===== config.mk =====
export PLATFORM = sky130hd
export DESIGN_NAME = seq_mem_burst_reader
export DESIGN_NICKNAME = d
export VERILOG_FILES = /design/src/rtl/seq_mem_pkg.sv /design/src/rtl/seq_mem_rd_fifo.sv /design/src/rtl/seq_mem_burst_reader.sv
export SDC_FILE = /design/constraint.sdc
export NUM_CORES = 1
export LEC_CHECK = 0
export ABC_AREA = 1
export CORE_MARGIN = 4
export CORE_UTILIZATION = 45
export DETAILED_ROUTE_END_ITERATION = 6
export PLACE_DENSITY = 0.79
export SYNTH_ARGS = -nofsm -noshare
export SYNTH_HDL_FRONTEND = slang
export SYNTH_HIERARCHICAL = 1
export SYNTH_SLANG_ARGS = --single-unit

===== constraint.sdc =====
create_clock -name clk -period 5.6 [get_ports clk]
set_clock_uncertainty 0.2 [all_clocks]
set_input_delay 0.84 -clock clk [delete_from_list [all_inputs] [get_ports clk]]
set_output_delay 0.84 -clock clk [all_outputs]
set_load 0.1 [all_outputs]

===== src/rtl/seq_mem_pkg.sv =====
// Shared types and default sizing for the seq_mem read-side stream stages.
package seq_mem_pkg;

    // Burst reader sequencing states.
    typedef enum logic [1:0] {
        IDLE  = 2'd0,
        ISSUE = 2'd1,
        DRAIN = 2'd2
    } state_t;

    // Default geometry, matching the seq_mem_d1 instance this block feeds from.
    localparam int DEFAULT_WIDTH      = 32;
    localparam int DEFAULT_SIZE       = 64;
    localparam int DEFAULT_IDX_SIZE   = 8;
    localparam int DEFAULT_LEN_WIDTH  = 9;
    localparam int DEFAULT_FIFO_DEPTH = 2;

endpackage


===== src/rtl/seq_mem_rd_fifo.sv =====
// Small synchronous FIFO with a registered head entry and an occupancy count.
// The producer is expected to track credit against count, so a push into a
// full FIFO (without a simultaneous pop) is treated as a design error.
module seq_mem_rd_fifo
    import seq_mem_pkg::*;
#(
    parameter int WIDTH = DEFAULT_WIDTH + 1,
    parameter int DEPTH = DEFAULT_FIFO_DEPTH
) (
    input  logic                         clk,
    input  logic                         reset,
    input  logic                         push,
    input  logic [WIDTH-1:0]             push_data,
    input  logic                         pop,
    output logic [WIDTH-1:0]             head_data,
    output logic                         head_valid,
    output logic [$clog2(DEPTH+1)-1:0]   count
);

    localparam int CNT_W = $clog2(DEPTH + 1);
    localparam int PTR_W = (DEPTH > 1) ? $clog2(DEPTH) : 1;
    localparam logic [PTR_W-1:0] LAST_PTR  = PTR_W'(DEPTH - 1);
    localparam logic [CNT_W-1:0] FULL_CNT  = CNT_W'(DEPTH);

    logic [WIDTH-1:0] mem_q [DEPTH];
    logic [WIDTH-1:0] mem_d [DEPTH];
    logic [PTR_W-1:0] rd_ptr_q, rd_ptr_d;
    logic [PTR_W-1:0] wr_ptr_q, wr_ptr_d;
    logic [CNT_W-1:0] count_q, count_d;

    logic full;
    logic do_pop;
    logic do_push;

    assign full       = (count_q == FULL_CNT);
    assign do_pop     = pop && (count_q != '0);
    assign do_push    = push && (!full || do_pop);
    assign head_data  = mem_q[rd_ptr_q];
    assign head_valid = (count_q != '0);
    assign count      = count_q;

    // Pointer, count and storage updates for the coming cycle.
    always_comb begin
        mem_d    = mem_q;
        rd_ptr_d = rd_ptr_q;
        wr_ptr_d = wr_ptr_q;
        count_d  = count_q;

        if (do_push) begin
            mem_d[wr_ptr_q] = push_data;
            wr_ptr_d = (wr_ptr_q == LAST_PTR) ? '0 : wr_ptr_q + PTR_W'(1);
        end

        if (do_pop) begin
            rd_ptr_d = (rd_ptr_q == LAST_PTR) ? '0 : rd_ptr_q + PTR_W'(1);
        end

        case ({do_push, do_pop})
            2'b10:   count_d = count_q + CNT_W'(1);
            2'b01:   count_d = count_q - CNT_W'(1);
            default: count_d = count_q;
        endcase
    end

    // Control state; reset flushes the FIFO regardless of contents.
    always_ff @(posedge clk) begin
        if (reset) begin
            rd_ptr_q <= '0;
            wr_ptr_q <= '0;
            count_q  <= '0;
        end else begin
            rd_ptr_q <= rd_ptr_d;
            wr_ptr_q <= wr_ptr_d;
            count_q  <= count_d;
        end
    end

    // Storage needs no reset: entries are only visible while count is nonzero.
    always_ff @(posedge clk) begin
        for (int i = 0; i < DEPTH; i++) begin
            mem_q[i] <= mem_d[i];
        end
    end

    // A push into a full FIFO means the upstream credit accounting is broken.
    always_ff @(posedge clk) begin
        if (!reset) begin
            assert (!(push && full && !do_pop));
        end
    end

endmodule


===== src/rtl/seq_mem_burst_reader.sv =====
// Burst read sequencer in front of a seq_mem_d1 memory. A command (base
// address, length) becomes one read per cycle while credit allows; each
// registered memory response lands in a small FIFO that feeds a valid/ready
// output stream, so downstream backpressure can never drop a response.
module seq_mem_burst_reader
    import seq_mem_pkg::*;
#(
    parameter int WIDTH      = DEFAULT_WIDTH,
    parameter int SIZE       = DEFAULT_SIZE,
    parameter int IDX_SIZE   = DEFAULT_IDX_SIZE,
    parameter int LEN_WIDTH  = DEFAULT_LEN_WIDTH,
    parameter int FIFO_DEPTH = DEFAULT_FIFO_DEPTH
) (
    input  logic                 clk,
    input  logic                 reset,

    input  logic                 cmd_valid,
    output logic                 cmd_ready,
    input  logic [IDX_SIZE-1:0]  cmd_addr,
    input  logic [LEN_WIDTH-1:0] cmd_len,
    output logic                 cmd_err,
    output logic                 burst_done,

    output logic [IDX_SIZE-1:0]  mem_addr0,
    output logic                 mem_read_en,
    output logic                 mem_write_en,
    input  logic [WIDTH-1:0]     mem_out,
    input  logic                 mem_read_done,

    output logic                 out_valid,
    input  logic                 out_ready,
    output logic [WIDTH-1:0]     out_data,
    output logic                 out_last
);

    localparam int CNT_W = $clog2(FIFO_DEPTH + 1);
    localparam logic [IDX_SIZE:0]    SIZE_LIMIT = (IDX_SIZE + 1)'(SIZE);
    localparam logic [IDX_SIZE-1:0]  LAST_ADDR  = IDX_SIZE'(SIZE - 1);
    localparam logic [CNT_W:0]       CREDIT_MAX = (CNT_W + 1)'(FIFO_DEPTH);
    localparam logic [LEN_WIDTH-1:0] ONE_LEFT   = LEN_WIDTH'(1);

    state_t                 state_q, state_d;
    logic [IDX_SIZE-1:0]    addr_q, addr_d;
    logic [LEN_WIDTH-1:0]   remaining_q, remaining_d;
    logic                   inflight_q, inflight_d;
    logic                   last_pending_q, last_pending_d;
    logic                   cmd_err_q, cmd_err_d;
    logic                   burst_done_q, burst_done_d;
    logic                   ignore_done_q;

    logic [CNT_W-1:0]       fifo_count;
    logic                   fifo_valid;
    logic [WIDTH:0]         fifo_head;
    logic [CNT_W:0]         occupancy;
    logic                   credit;
    logic                   issue;
    logic                   capture;
    logic                   pop;

    // A read may go out only if the slot it will need is already reserved:
    // entries held, plus the response still in flight, minus the beat
    // leaving this cycle, must leave room for one more.
    always_comb begin
        pop       = fifo_valid && out_ready;
        occupancy = {1'b0, fifo_count} + (CNT_W + 1)'(inflight_q) - (CNT_W + 1)'(pop);
        credit    = (occupancy < CREDIT_MAX);
        issue     = (state_q == ISSUE) && credit;
        capture   = mem_read_done && !ignore_done_q;
    end

    assign mem_read_en  = issue;
    assign mem_addr0    = addr_q;
    assign mem_write_en = 1'b0;
    assign cmd_ready    = (state_q == IDLE);
    assign cmd_err      = cmd_err_q;
    assign burst_done   = burst_done_q;
    assign out_valid    = fifo_valid;
    assign out_data     = fifo_head[WIDTH-1:0];
    assign out_last     = fifo_head[WIDTH] && fifo_valid;

    // Next-state logic for command handling, issue sequencing and drain.
    always_comb begin
        state_d        = state_q;
        addr_d         = addr_q;
        remaining_d    = remaining_q;
        inflight_d     = inflight_q;
        last_pending_d = last_pending_q;
        cmd_err_d      = 1'b0;
        burst_done_d   = 1'b0;

        if (capture) begin
            inflight_d     = 1'b0;
            last_pending_d = 1'b0;
        end

        if (issue) begin
            inflight_d     = 1'b1;
            last_pending_d = (remaining_q == ONE_LEFT);
        end

        case (state_q)
            IDLE: begin
                if (cmd_valid) begin
                    if ({1'b0, cmd_addr} >= SIZE_LIMIT) begin
                        cmd_err_d = 1'b1;
                    end else if (cmd_len == '0) begin
                        burst_done_d = 1'b1;
                    end else begin
                        addr_d      = cmd_addr;
                        remaining_d = cmd_len;
                        state_d     = ISSUE;
                    end
                end
            end
            ISSUE: begin
                if (issue) begin
                    addr_d      = (addr_q == LAST_ADDR) ? '0 : addr_q + IDX_SIZE'(1);
                    remaining_d = remaining_q - ONE_LEFT;
                    if (remaining_q == ONE_LEFT) begin
                        state_d = DRAIN;
                    end
                end
            end
            DRAIN: begin
                if (pop && fifo_head[WIDTH]) begin
                    state_d      = IDLE;
                    burst_done_d = 1'b1;
                end
            end
            default: begin
                state_d = IDLE;
            end
        endcase
    end

    // Sequencer registers; the response arriving just after a reset belongs
    // to an abandoned burst, so it is masked for one cycle.
    always_ff @(posedge clk) begin
        if (reset) begin
            state_q        <= IDLE;
            addr_q         <= '0;
            remaining_q    <= '0;
            inflight_q     <= 1'b0;
            last_pending_q <= 1'b0;
            cmd_err_q      <= 1'b0;
            burst_done_q   <= 1'b0;
            ignore_done_q  <= 1'b1;
        end else begin
            state_q        <= state_d;
            addr_q         <= addr_d;
            remaining_q    <= remaining_d;
            inflight_q     <= inflight_d;
            last_pending_q <= last_pending_d;
            cmd_err_q      <= cmd_err_d;
            burst_done_q   <= burst_done_d;
            ignore_done_q  <= 1'b0;
        end
    end

    seq_mem_rd_fifo #(
        .WIDTH (WIDTH + 1),
        .DEPTH (FIFO_DEPTH)
    ) u_fifo (
        .clk        (clk),
        .reset      (reset),
        .push       (capture),
        .push_data  ({last_pending_q, mem_out}),
        .pop        (pop),
        .head_data  (fifo_head),
        .head_valid (fifo_valid),
        .count      (fifo_count)
    );

endmodule


==> flow_summary.toml <==
[worst_setup_path]
cp.arrival_ns = 2.80
cp-end-kind = "output pin"
crit_path_start_kind = "primary input"
crit_required_ns = 4.56
crit_fanout = 3
crit_type = "in -> out"

[synthesis]
netlist.top_cell.by_area = "edfxtp_1"
avgSynthCellArea_um2 = 9.050
syn_area_mm2 = 0.004227
synthFlopType = "edfxtp_1"
ys_seq_area_share_pct = 60.15
synth_edf_count = 66
postSynth.asyncResetShare_pct = 0
synthCells = 467
synthTopCellsByArea = "edfxtp_1 (47%), nand2_1 (17%), dfxtp_1 (13%), nor2_1 (3.6%), inv_1 (3.4%)"
yosysUniqueCellTypes = 38
synth_most_common_cell = "nand2_1"
netlist.area_leader.share_pct = 46.89
ys_seq_elements = 94
ys_top_cells_by_count = "nand2_1 (187), edfxtp_1 (66), nor2_1 (41), inv_1 (38), dfxtp_1 (28)"
ys_warn_count = 6
syn-num-nets = 525

[cells_and_area]
stdcell_count = 681
nNetsFinal = 623
seq_area_mm2 = 0.002542
layout-drive-gt1-share_pct = 7.368
fillers = 771
fin_area_mm2 = 0.005493
final_core_util_pct = 59.73
multiInputGateArea_mm2 = 0.001439
antenna_cells = 0
areaGrowthSynthToFinish_pct = 29.96

[sta]
slew_headroom_pct = 32.75
worst_pin_slew_ns = 1.006
timing.final.crit_share_pct = 68.62
tns_ns = 0
rsz0062_at_grt = "no"
hold_violations = 0
clock.fmax_ghz = 0.2602
drv_slew = 0
fin_crit_ns = 3.843
setup_viol_count_final = 0

[global_routing]
antenna_found_initial = 0
grt_max_degree = 36
grt_remaining_overflow = 0
grt_pass1_vias = 3149
grt_first_pass_wirelength_mm = 15.37
grtUsageTotal_pct = 17.31

[outcome]
outcome = "finished clean"

[placement]
place_area_mm2 = 0.005289
dp_cells = 665
gp_congestion = 0.8335
dp_hpwl_mm = 6.584
io_buffers = 99

[floorplanning]
start_util_pct = 45.96
die-width_um = 104.9
dieArea_mm2 = 0.01101
ios = 101
core_mm2 = 0.009196
die_y_um = 104.9
num_rows = 35

[drt]
drt-total-wl_mm = 9.525
dr.pass1.iters = 5
wl_met1_mm = 4.143
met3WireLength_um = 638
wl_per_cell_um = 13.99
ant_nets = 0
drcViolationCount = 0
met2WireLength_mm = 4.637
drt_iter0_markers = 166
vias = 3357
top_layer_used = "met4"
vias_per_cell = 4.930

[flow_run]
drv_cap = 0

[cts]
path_clk_slew_ns = 0.10
tritoncts = "built"
ctsResizeCount = 0
clockRootBuffer = "clkbuf_8"
insertion_delay_ns = 0.35
cts_inserted_buffers = 9
ctsHoldBuffers = 0
cts_max_path_buffers = 2
cts_setup_buffers = 0
clock-sinks = 94
htreeDepth = 3

[power]
power_mw = 2.022
ir_worst_vdd_mv = 0.3316
p_leak_nw = 2.204
p_per_area_mw_per_mm2 = 368.1

[worst_hold_path]
min_path_type = "reg -> reg"
stage by stage:
step           hold slack [ns]  setup slack (ns)
2_1_floorplan           0.2259             1.407
5_1_grt                 0.3159             1.600
4_1_cts                 0.2931             1.745
3_3_place_gp            0.2515             1.821
3_5_place_dp            0.2574             1.751
6_report                0.2785             1.757
metal layers:
layer / global-route usage, % / up-vias
met1: 22.46 / 1534
met3: 3.150 / 11
met5: 0 / -
met2: 29.51 / 113
li1: - / 1699
met4: 5.248 / 0
layout by cell type (no fill, tap or decap), drive strengths merged, types with 2 or more instances in the layout:
cell	Yosys	routed
a21oi	18	18
buf	12	3
clkbuf	2	9
clkdlybuf4s50	0	98
clkinv	1	2
dfxtp	28	28
edfxtp	66	66
ha	3	3
inv	43	47
nand2	190	190
nand3	21	21
nand4	5	5
nor2	46	46
nor3	2	2
o21ai	20	20
xor2	2	2
power breakdown:
part           internal, mW  switching (mW)
registers             0.803          0.0501
clock network         0.214           0.249
logic                 0.195           0.510
total                  1.21           0.810
area by class of cell:
type / instances / area share, %
Tap cell: 111 / 2.528
Inverter: 44 / 3.007
Sequential cell: 94 / 46.29
Multi-Input combinational cell: 315 / 26.20
Clock buffer: 9 / 2.255
Timing Repair Buffer: 101 / 18.27
Clock inverter: 7 / 1.458
critical path, cell delays in order:
cell and delay, ns:
clkdlybuf4s50_1 0.46, nand2_1 0.06, nor2_1 0.16, o21ai_0 0.14
fa_1 0.50, nand3_1 0.12, nor2_1 0.19, buf_4 0.33
final timing paths:
path | from | endpoint | slack [ns] | cells past startpoint
setup / recovery | out_ready | mem_read_en | 1.76 | 8
hold / removal | last_pending_q$_SDFFE_PP0P_ | u_fifo/mem_q[65]$_DFFE_PP_ | 0.28 | 0
hold reg to reg | last_pending_q$_SDFFE_PP0P_ | u_fifo/mem_q[65]$_DFFE_PP_ | 0.28 | 0
setup reg to reg | u_fifo/count[1]$_SDFFE_PP0P_ | remaining_q[0]$_SDFFE_PP0P_ | 2.63 | 12
sequential cells by signal, indices dropped and copies added, names as in the netlist:
register and count:
mem_addr0 8, u_fifo/wr_ptr_q 1, u_fifo/count 2, u_fifo/mem_q 66
cmd_err 1, last_pending_q 1, state_q 2, burst_done 1
ignore_done_q 1, u_fifo/rd_ptr_q 1, remaining_q 9, inflight_q 1
kinds of logic after synthesis:
logic type / count (synthesis) / synth area share [%]
other: 1 / 0.08872
adder cells (fa/ha/maj): 4 / 1.362
flip-flops: 94 / 60.15
AND/OR/NAND/NOR: 266 / 26.55
AO/OA/AOI/OAI: 42 / 5.447
buffers and inverters: 58 / 5.980
XOR/XNOR: 2 / 0.4145
Power figures use the tool's default switching activity.
